### src/rtl/array_div16x8.sv
// Restoring array divider: 16-bit dividend / 8-bit divisor with borrow-in, built from
// eight rows of ripple full-subtractor cells and captured in a one-stage output register.

module array_div16x8_fsub (
    input  logic i_a,
    input  logic i_b,
    input  logic i_bin,
    output logic o_diff,
    output logic o_bout
);

    assign o_diff = i_a ^ i_b ^ i_bin;
    assign o_bout = (~i_a & i_b) | (~i_a & i_bin) | (i_b & i_bin);

endmodule

// One divider row: trial-subtract the divisor from {rem, next dividend bit}, restore on borrow.
module array_div16x8_row (
    input  logic [7:0] i_rem,
    input  logic       i_xbit,
    input  logic [7:0] i_y,
    input  logic       i_bin,
    output logic [7:0] o_rem,
    output logic       o_q
);

    logic [8:0] w_t;
    logic [7:0] w_diff;
    logic [9:0] w_borrow;

    assign w_t         = {i_rem, i_xbit};
    assign w_borrow[0] = i_bin;

    genvar g;
    generate
        for (g = 0; g < 8; g++) begin : g_cell
            array_div16x8_fsub u_cell (
                .i_a    (w_t[g]),
                .i_b    (i_y[g]),
                .i_bin  (w_borrow[g]),
                .o_diff (w_diff[g]),
                .o_bout (w_borrow[g+1])
            );
        end
    endgenerate

    // The ninth cell subtracts a constant zero, so only its borrow is needed; its
    // difference bit is always zero whenever the row does not restore.
    assign w_borrow[9] = ~w_t[8] & w_borrow[8];

    assign o_q   = ~w_borrow[9];
    assign o_rem = o_q ? w_diff : w_t[7:0];

endmodule

module array_div16x8 (
    input  logic        clk,
    input  logic        rst_n,
    input  logic        in_valid,
    input  logic [15:0] x,
    input  logic [7:0]  y,
    input  logic        bin,
    output logic        out_valid,
    output logic [7:0]  q,
    output logic [7:0]  r,
    output logic        ovf,
    output logic        dz
);

    logic [7:0] w_rem [0:8];
    logic [7:0] w_quo;
    logic [8:0] w_dEff;
    logic       w_dz;
    logic       w_ovf;

    logic       r_valid;
    logic [7:0] r_q;
    logic [7:0] r_r;
    logic       r_ovf;
    logic       r_dz;

    assign w_rem[0] = x[15:8];

    // Row k consumes dividend bit 7-k and produces quotient bit 7-k.
    genvar k;
    generate
        for (k = 0; k < 8; k++) begin : g_row
            array_div16x8_row u_row (
                .i_rem  (w_rem[k]),
                .i_xbit (x[7-k]),
                .i_y    (y),
                .i_bin  (bin),
                .o_rem  (w_rem[k+1]),
                .o_q    (w_quo[7-k])
            );
        end
    endgenerate

    // The array is only meaningful while the high byte is below the effective divisor.
    assign w_dEff = {1'b0, y} + {8'd0, bin};
    assign w_dz   = (y == 8'd0) & ~bin;
    assign w_ovf  = ~w_dz & ({1'b0, x[15:8]} >= w_dEff);

    always_ff @(posedge clk or negedge rst_n) begin
        if (!rst_n) begin
            r_valid <= 1'b0;
            r_q     <= 8'd0;
            r_r     <= 8'd0;
            r_ovf   <= 1'b0;
            r_dz    <= 1'b0;
        end else begin
            r_valid <= in_valid;
            if (in_valid) begin
                r_ovf <= w_ovf;
                r_dz  <= w_dz;
                if (w_dz || w_ovf) begin
                    r_q <= 8'hFF;
                    r_r <= 8'hFF;
                end else begin
                    r_q <= w_quo;
                    r_r <= w_rem[8];
                end
            end
        end
    end

    assign out_valid = r_valid;
    assign q         = r_q;
    assign r         = r_r;
    assign ovf       = r_ovf;
    assign dz        = r_dz;

endmodule

### config.mk
export PLATFORM = sky130hd
export DESIGN_NAME = array_div16x8
export DESIGN_NICKNAME = d
export VERILOG_FILES = /design/src/rtl/array_div16x8.sv
export SDC_FILE = /design/constraint.sdc
export NUM_CORES = 1
export LEC_CHECK = 0
export BUFFER_PORTS_ARGS = -buffer_cell sky130_fd_sc_hd__buf_2
export CAP_MARGIN = 20
export CORE_MARGIN = 2
export CORE_UTILIZATION = 64
export DETAILED_ROUTE_END_ITERATION = 8
export PLACE_DENSITY_LB_ADDON = 0.2
export SLEW_MARGIN = 20
export SYNTH_ARGS = -nofsm -noshare
export SYNTH_HDL_FRONTEND = slang
export SYNTH_SLANG_ARGS = --single-unit
### constraint.sdc
create_clock -name clk -period 1.74 [get_ports clk]
set_clock_uncertainty 0.15 [all_clocks]
set_input_delay 0.522 -clock clk [delete_from_list [all_inputs] [get_ports clk]]
set_output_delay 0.522 -clock clk [all_outputs]
set_load 0.05 [all_outputs]
==> out/results.ini, run 1 <==
[die]
io_pins = 47
start_util_pct = 67.2
die_w_um = 77.7
die_h_um = 77.7
fp-row-count = 26

[synthesis]
synthXorXnorAreaFrac_pct = 4.79
synth_compound_area_share_pct = 15.5
synth_flop_cell = dfrtp_1
synth_most_common_cell = fa_1
synthMuxAreaShare_pct = 10.0
synth_async_sr_flop_share_pct = 100
avgSynthCellArea_um2 = 10.6
yosysSeqAreaShare_pct = 13.7
synthDistinctLibCells = 66
yosysTopAreaCell = fa_1
yosysWarningCount = 0
synth_nets = 423
synth-edff-count = 0
ys_ff_latch = 19
synthSimpleGateAreaFrac_pct = 12.6
synthAdderAreaFrac_pct = 37.9
syn_area_um2 = 3470
synth_top_family_by_area = adder cells
synth_area_leaders = fa_1 33%, dfrtp_1 14%, mux2_2 5.8%
synth_cells = 328
synthTopCellsByCount = 57 x fa_1, 31 x nand2_1, 30 x inv_1
synth.top_cell.area_share_pct = 32.9

[clock_network]
cts_buffer_depth = 2
post_cts_buffers = 50
clock_sinks = 19
htreeDepth = 1
cts_resized = 55
numCtsBuffers = 3
cts-root-buf = clkbuf_8
postCtsHoldBufs = 0

[run_status]
stop_stage = 4_1_cts
stop_error = [ERROR DPL-0038] Utilization greater than 100%, impossible to legalize
status = aborted with a tool error

[placed_design]
place_congestion = 1.03
dp.cells = 538
dp_hpwl_um = 9290
io_buffer_count = 46
place_ws_ns = -23.01

## logic make-up after synthesis
logic type                 after synthesis
muxes                                   32
adders and majority gates               72
DFF                                     19
and+or+nand+nor                         88
xor gates and xnor gates                19
buffers and inverters                   41
AOI/OAI and AO/OA                       57
## stage by stage
| step | cell area (um2) | setup TNS (ns) |
|---|---|---|
| floorplan | 3780 | -278.90 |
| global placement | 4750 | -279.57 |
| detailed placement | 4750 | -286.84 |
==> run 2: changes to the inputs <==
--- a/config.mk
+++ b/config.mk
@@ -8,9 +8,9 @@
 export BUFFER_PORTS_ARGS = -buffer_cell sky130_fd_sc_hd__buf_2
 export CAP_MARGIN = 20
 export CORE_MARGIN = 2
-export CORE_UTILIZATION = 64
+export CORE_UTILIZATION = 40
 export DETAILED_ROUTE_END_ITERATION = 8
-export PLACE_DENSITY_LB_ADDON = 0.2
+export PLACE_DENSITY_LB_ADDON = 0.15
 export SLEW_MARGIN = 20
 export SYNTH_ARGS = -nofsm -noshare
 export SYNTH_HDL_FRONTEND = slang
==> out/results.ini, run 2 <==
[run_status]
status = complete, but fails checks
violations = negative setup slack

[global_routing]
grt_max_degree = 20
antenna_found_initial = 0
grt_util_met3_pct = 3.24
gr-usage-all-layers_pct = 21.6
grt_pass1_vias = 3478
grt_pass1_wl_um = 16500
grt-ovfl-total = 0
grt_use_met1_pct = 26.3
grt_use_met2_pct = 39.6
busiest_layer = met2

[layout]
finalNetCount = 613
areaGrowthSynthToFinish_pct = 56.9
final_cell_mix = 126 x buf_4, 50 x fa_2, 43 x buf_2, 29 x nand2_1, 25 x inv_1
final_common_cell = buf_4
drive_gt1_share_pct = 64.4
num_antenna_cells = 0

[placed_design]
place_congestion = 0.850  ; -17%
dp_hpwl_um = 7610  ; -18%
io_buffer_count = 46  ; unchanged
place_ws_ns = -22.71  ; +0.301 ns

[synthesis]
ys_ff_latch = 19  ; unchanged
synth_top_family_by_area = adder cells
synthXorXnorAreaFrac_pct = 4.79  ; unchanged
synthAdderAreaFrac_pct = 37.9  ; unchanged
yosysWarningCount = 0  ; unchanged
synth_flop_cell = dfrtp_1
synthDistinctLibCells = 66  ; unchanged
avgSynthCellArea_um2 = 10.6  ; unchanged
synthMuxAreaShare_pct = 10.0  ; unchanged
syn_area_um2 = 3470  ; unchanged
synth-edff-count = 0  ; unchanged
synth_nets = 423  ; unchanged
synth_compound_area_share_pct = 15.5  ; unchanged
synth.top_cell.area_share_pct = 32.9  ; unchanged
synth_async_sr_flop_share_pct = 100  ; unchanged
yosysTopAreaCell = fa_1
synth_cells = 328  ; unchanged
synthTopCellsByCount = 57 x fa_1, 31 x nand2_1, 30 x inv_1
synth_area_leaders = fa_1 33%, dfrtp_1 14%, mux2_2 5.8%
synth_most_common_cell = fa_1
synthSimpleGateAreaFrac_pct = 12.6  ; unchanged
yosysSeqAreaShare_pct = 13.7  ; unchanged

[die]
coreArea_um2 = 8300
start_util_pct = 41.9  ; -25 points
dieArea_um2 = 9440
die_h_um = 97.2  ; +25%
fp-row-count = 33  ; +27%
die_w_um = 97.2  ; +25%
io_pins = 47  ; unchanged

[timing]
finalHoldViolCount = 0
fin_hold_ws_ns = 0.0447
slew_violations = 0
setup_violations = 17
rsz0062_at_grt = yes
fin_ws_ns = -22.19
tightest_slew_ns = 0.468
final.min_clock_period_ns = 23.93
fmax_mhz = 41.8
post-route-period-util_pct = 1380
relSlewSlack_pct = 68.8
fin_tns_setup_ns = -276.33

[clock_network]
htreeDepth = 1  ; unchanged
numCtsBuffers = 3  ; unchanged
postCtsHoldBufs = 0  ; unchanged
cts_buffer_depth = 2  ; unchanged
clock_sinks = 19  ; unchanged
clk_latency_ns = 0.25
cts-root-buf = clkbuf_8
cts_tree = done
cts.reportedPaths.clkPinSlew_ns = 0.07

[flow_run]
cap_violations = 0

[critical_path]
crit_path_end_kind = flip-flop
reg2reg_depth = 2
r2r-start = r[7]
cp-startpoint = x[7]
r2r_setup_slack_ns = 0.88
r2r_end = r[7]
crit_fanout = 6
cp-start-kind = primary input
critPathSlowestCell = fa_2
critical_path_required_ns = 1.75
crit_arrival_ns = 23.94
crit_type = primary input to flip-flop
cpPeakStageDelay_ns = 0.42
crit_path_frequent_cell = fa_2

[hold_path]
holdCritPathClass = primary input to async pin

[route]
drtIter0Drc = 76
first_pass_iters = 4
viasPerCell = 5.15
vias = 3205
routed_wirelength_um = 10100
drc = 0
ant_nets = 0
wl_per_cell_um = 16.3

## run 2: worst max-delay path by stage
stage	end	cells after the start	slack [ns]
floorplan	r[3]	90	-22.57
global placement	r[0]	87	-22.55
detailed placement	r[0]	88	-22.71
CTS	r[0]	87	-22.16
global route	r[7]	85	-22.81
finish	r[7]	85	-22.19
## run 2: repair_timing
action,CTS,global route
setup buffers,42,10
gates resized for setup,46,20
pin swaps,12,9
setup endpoints to repair,17,17
## run 2: critical path, delay by kind of cell
| kind | cells | cell delay [ns] |
|---|---|---|
| multiplexers | 3 | 0.81 |
| buffers and inverters | 4 | 0.26 |
| AO/OA/AOI/OAI | 14 | 1.76 |
| adder cells (fa/ha/maj) | 55 | 19.03 |
| AND/OR/NAND/NOR | 8 | 1.33 |
| XOR/XNOR | 1 | 0.16 |
## run 2: layout make-up
cell class,count,area [um2]
inverter,30,118
sequential,19,475
tap,105,131
timing repair buffer,196,1530
clock buffer,4,45.0
multi-input combinational,268,3150
fill,651,2850
## run 2: cell families after synthesis
logic type | after synthesis
AO/OA/AOI/OAI | 57
XOR/XNOR | 19
buffers and inverters | 41
AND/OR/NAND/NOR | 88
multiplexers | 32
adder cells (fa/ha/maj) | 72
flip-flops | 19
## run 2: per-layer routing
metal / share of wire [%] / vias up
met5: 0 / -
met4: 2.0 / 0
met3: 3.2 / 16
met2: 54 / 68
met1: 41 / 1603
li1: - / 1518
## run 2: metrics by stage
step	cells	instance area (um2)	util, %
3_3_place_gp	568	4770	57.5
2_1_floorplan	328	3780	-
5_1_grt	622	5450	65.7
3_5_place_dp	568	4770	57.5
6_report	622	5450	65.7
4_1_cts	613	5280	63.7
Power of run 2 is left out: the tool's default activity adds up to more than one toggle a clock period on the data nets, which glitch-free logic cannot reach.
==> run 3: changes to the inputs <==
--- a/config.mk
+++ b/config.mk
@@ -7,6 +7,7 @@
 export LEC_CHECK = 0
 export BUFFER_PORTS_ARGS = -buffer_cell sky130_fd_sc_hd__buf_2
 export CAP_MARGIN = 20
+export CORE_ASPECT_RATIO = 0.9
 export CORE_MARGIN = 2
 export CORE_UTILIZATION = 40
 export DETAILED_ROUTE_END_ITERATION = 8
==> out/results.ini, run 3 (same netlist as run 2, synthesis figures left out) <==
[run_status]
status = complete, but fails checks
violations = negative setup slack

[timing]
setup_violations = 17  ; unchanged
tightest_slew_ns = 0.437  ; -0.0309 ns
relSlewSlack_pct = 70.6  ; +1.7 points
fin_ws_ns = -22.25  ; -0.0549 ns
final.min_clock_period_ns = 23.99  ; +0.0549 ns
slew_violations = 0  ; unchanged
fin_hold_ws_ns = 0.0442  ; -0.000463 ns
fmax_mhz = 41.7  ; -0.23%
fin_tns_setup_ns = -276.30  ; +0.0290 ns
post-route-period-util_pct = 1380  ; +3.2 points
rsz0062_at_grt = yes
finalHoldViolCount = 0  ; unchanged

[layout]
utilization_pct = 66.8  ; +1.1 points
num_antenna_cells = 0  ; unchanged
drive_gt1_share_pct = 66.1  ; +1.7 points
areaGrowthSynthToFinish_pct = 63.3
final_cell_mix = 156 x buf_4, 50 x fa_2, 43 x buf_2, 28 x nand2_1, 26 x inv_1
finalNetCount = 639  ; +4.2%
final_common_cell = buf_4
final_design_area_no_fill_um2 = 5670  ; +4.1%

[die]
io_pins = 47  ; unchanged
die_w_um = 102  ; +5.2%
die_h_um = 92.4  ; -4.9%
fp-row-count = 32  ; -3.0%
dieArea_um2 = 9450  ; about the same
coreArea_um2 = 8490  ; +2.3%
start_util_pct = 40.9  ; -0.93 points

[global_routing]
antenna_found_initial = 0  ; unchanged
grt_pass1_wl_um = 18800  ; +14%
gr-usage-all-layers_pct = 26.0  ; +4.4 points
grt_pass1_vias = 3735  ; +7.4%
grt_max_degree = 20  ; unchanged
grt-ovfl-total = 0  ; unchanged

[placed_design]
place_congestion = 0.869  ; +2.3%
io_buffer_count = 46  ; unchanged
dp_hpwl_um = 7850  ; +3.2%
place_area_um2 = 4800  ; +0.68%

[route]
routed_wirelength_um = 11700  ; +16%
wl_per_cell_um = 17.7  ; +8.8%
drc = 0  ; unchanged
drtIter0Drc = 125  ; +64%
vias = 3390  ; +5.8%
viasPerCell = 5.12  ; -0.62%
ant_nets = 0  ; unchanged
first_pass_iters = 4  ; unchanged

[clock_network]
postCtsHoldBufs = 0  ; unchanged
cts.reportedPaths.clkPinSlew_ns = 0.07  ; about the same
cts_tree = done
htreeDepth = 1  ; unchanged
clock_sinks = 19  ; unchanged
cts-root-buf = clkbuf_8
cts_buffer_depth = 2  ; unchanged
clk_latency_ns = 0.25  ; about the same
numCtsBuffers = 3  ; unchanged

[critical_path]
crit_arrival_ns = 23.98  ; +0.04 ns
crit_type = primary input to flip-flop
critical_path_required_ns = 1.73  ; -0.02 ns
crit_path_end_kind = flip-flop
critPathSlowestCell = fa_2
crit_fanout = 4  ; -2
cp-start-kind = primary input
crit_path_frequent_cell = fa_2
cpPeakStageDelay_ns = 0.41  ; about the same

[flow_run]
cap_violations = 0  ; unchanged

[hold_path]
holdCritPathClass = primary input to async pin

run 3: changes by cell type in the layout (fill, tap and decap cells not counted), sizes merged:
| cell | previous run | this run |
|---|---|---|
| buf | 196 | 222 |
| clkinv | 0 | 1 |
| inv | 30 | 29 |
run 3: stage by stage:
stage	instances	setup WS [ns]
after floorplan	328	-22.57
after global placement	584	-22.32
after detailed placement	584	-22.58
after CTS	656	-22.06
after global routing	662	-22.83
final	662	-22.25
run 3: worst paths after layout:
path	start	to	slack, ns	depth (start not counted)
min in group clk	dz	dz	0.34	2
hold / removal	rst_n	r[0]	0.04	1
max in group asynchronous	rst_n	r[7]	1.10	1
hold reg to reg	dz	dz	0.34	2
setup / recovery	x[7]	r[1]	-22.25	89
setup reg to reg	q[1]	q[1]	0.84	1
run 3: layout make-up:
| cell class | instances | area [um2] |
|---|---|---|
| multi-input cells | 268 | 3190 |
| fillers | 656 | 2820 |
| repair buffers | 222 | 1690 |
| flip-flops and latches | 19 | 475 |
| well taps | 119 | 149 |
| inverters | 30 | 120 |
| clock buffers | 4 | 45.0 |
run 3: metal layers:
metal / global-route usage (%) / up-vias / part of all wire, %
li1: - / 1561 / -
met5: 0 / - / 0
met4: 10.3 / 0 / 4.9
met1: 32.9 / 1677 / 42
met2: 44.2 / 108 / 50
met3: 4.15 / 44 / 4.0
run 3: critical path: cells and delay by family:
kind / cells / cell delay (ns)
adder cells (fa/ha/maj): 55 / 19.09
AO/OA/AOI/OAI: 15 / 1.53
AND/OR/NAND/NOR: 10 / 1.45
multiplexers: 3 / 0.82
buffers and inverters: 6 / 0.52
run 3: timing repair:
item	4_1_cts	5_1_grt
cloned	0	0
gates resized for setup	45	26
setup endpoints to repair	17	17
setup buffers	68	16
pin swaps	21	11
Power of run 3 is left out for the same reason.
==> run 4: changes to the inputs <==
--- a/config.mk
+++ b/config.mk
@@ -9,7 +9,7 @@
 export CAP_MARGIN = 20
 export CORE_ASPECT_RATIO = 0.9
 export CORE_MARGIN = 2
-export CORE_UTILIZATION = 40
+export CORE_UTILIZATION = 64
 export DETAILED_ROUTE_END_ITERATION = 8
 export PLACE_DENSITY_LB_ADDON = 0.15
 export SLEW_MARGIN = 20
==> out/results.ini, run 4 <==
[synthesis]
yosysWarningCount = 0  ; unchanged
synthTopCellsByCount = 57 x fa_1, 31 x nand2_1, 30 x inv_1
syn_area_um2 = 3470  ; unchanged
avgSynthCellArea_um2 = 10.6  ; unchanged
synth_async_sr_flop_share_pct = 100  ; unchanged
synth.top_cell.area_share_pct = 32.9  ; unchanged
yosysTopAreaCell = fa_1
synth-edff-count = 0  ; unchanged
synthDistinctLibCells = 66  ; unchanged
synth_cells = 328  ; unchanged
synth_area_leaders = fa_1 33%, dfrtp_1 14%, mux2_2 5.8%
synth_nets = 423  ; unchanged
synth_flop_cell = dfrtp_1
ys_ff_latch = 19  ; unchanged
yosysSeqAreaShare_pct = 13.7  ; unchanged
synth_most_common_cell = fa_1

[run_status]
stop_error = [ERROR DPL-0038] Utilization greater than 100%, impossible to legalize
status = aborted with a tool error
stop_stage = 5_1_grt

[global_routing]
grt_max_degree = 20

[clock_network]
cts_buffer_depth = 2  ; unchanged
numCtsBuffers = 3  ; unchanged
clock_sinks = 19  ; unchanged
htreeDepth = 1  ; unchanged
cts-root-buf = clkbuf_8
postCtsHoldBufs = 0  ; unchanged

[placed_design]
dp.cells = 534  ; -8.6%
place_congestion = 0.903  ; +3.9%
dp_hpwl_um = 9390  ; +20%
io_buffer_count = 46  ; unchanged

[die]
die_h_um = 73.9  ; -20%
fp-row-count = 25  ; -22%
die_w_um = 81.7  ; -20%
io_pins = 47  ; unchanged
start_util_pct = 66.1  ; +25 points

## run 4: cell counts after synthesis
Identical to the previous run, type by type.
## run 4: stage by stage
step | setup TNS, ns | setup WS [ns] | cell area, um2
after CTS | -279.92 | -22.48 | 5050
after detailed placement | -287.99 | -23.05 | 4740
after global placement | -278.70 | -22.35 | 4740
after floorplan | -278.90 | -22.57 | 3780
## run 4: timing repair
item | in CTS
setup buffers | 22
gates resized for setup | 32
endpoints found under the setup margin | 17
pin swaps | 16
## run 4: kinds of logic after synthesis
group,count (synthesis),share of synthesized area (%)
buf+inv,41,5.55
flops,19,13.7
xor+xnor,19,4.79
mux,32,10.0
compound gates,57,15.5
fa+ha+maj,72,37.9
simple gates,88,12.6
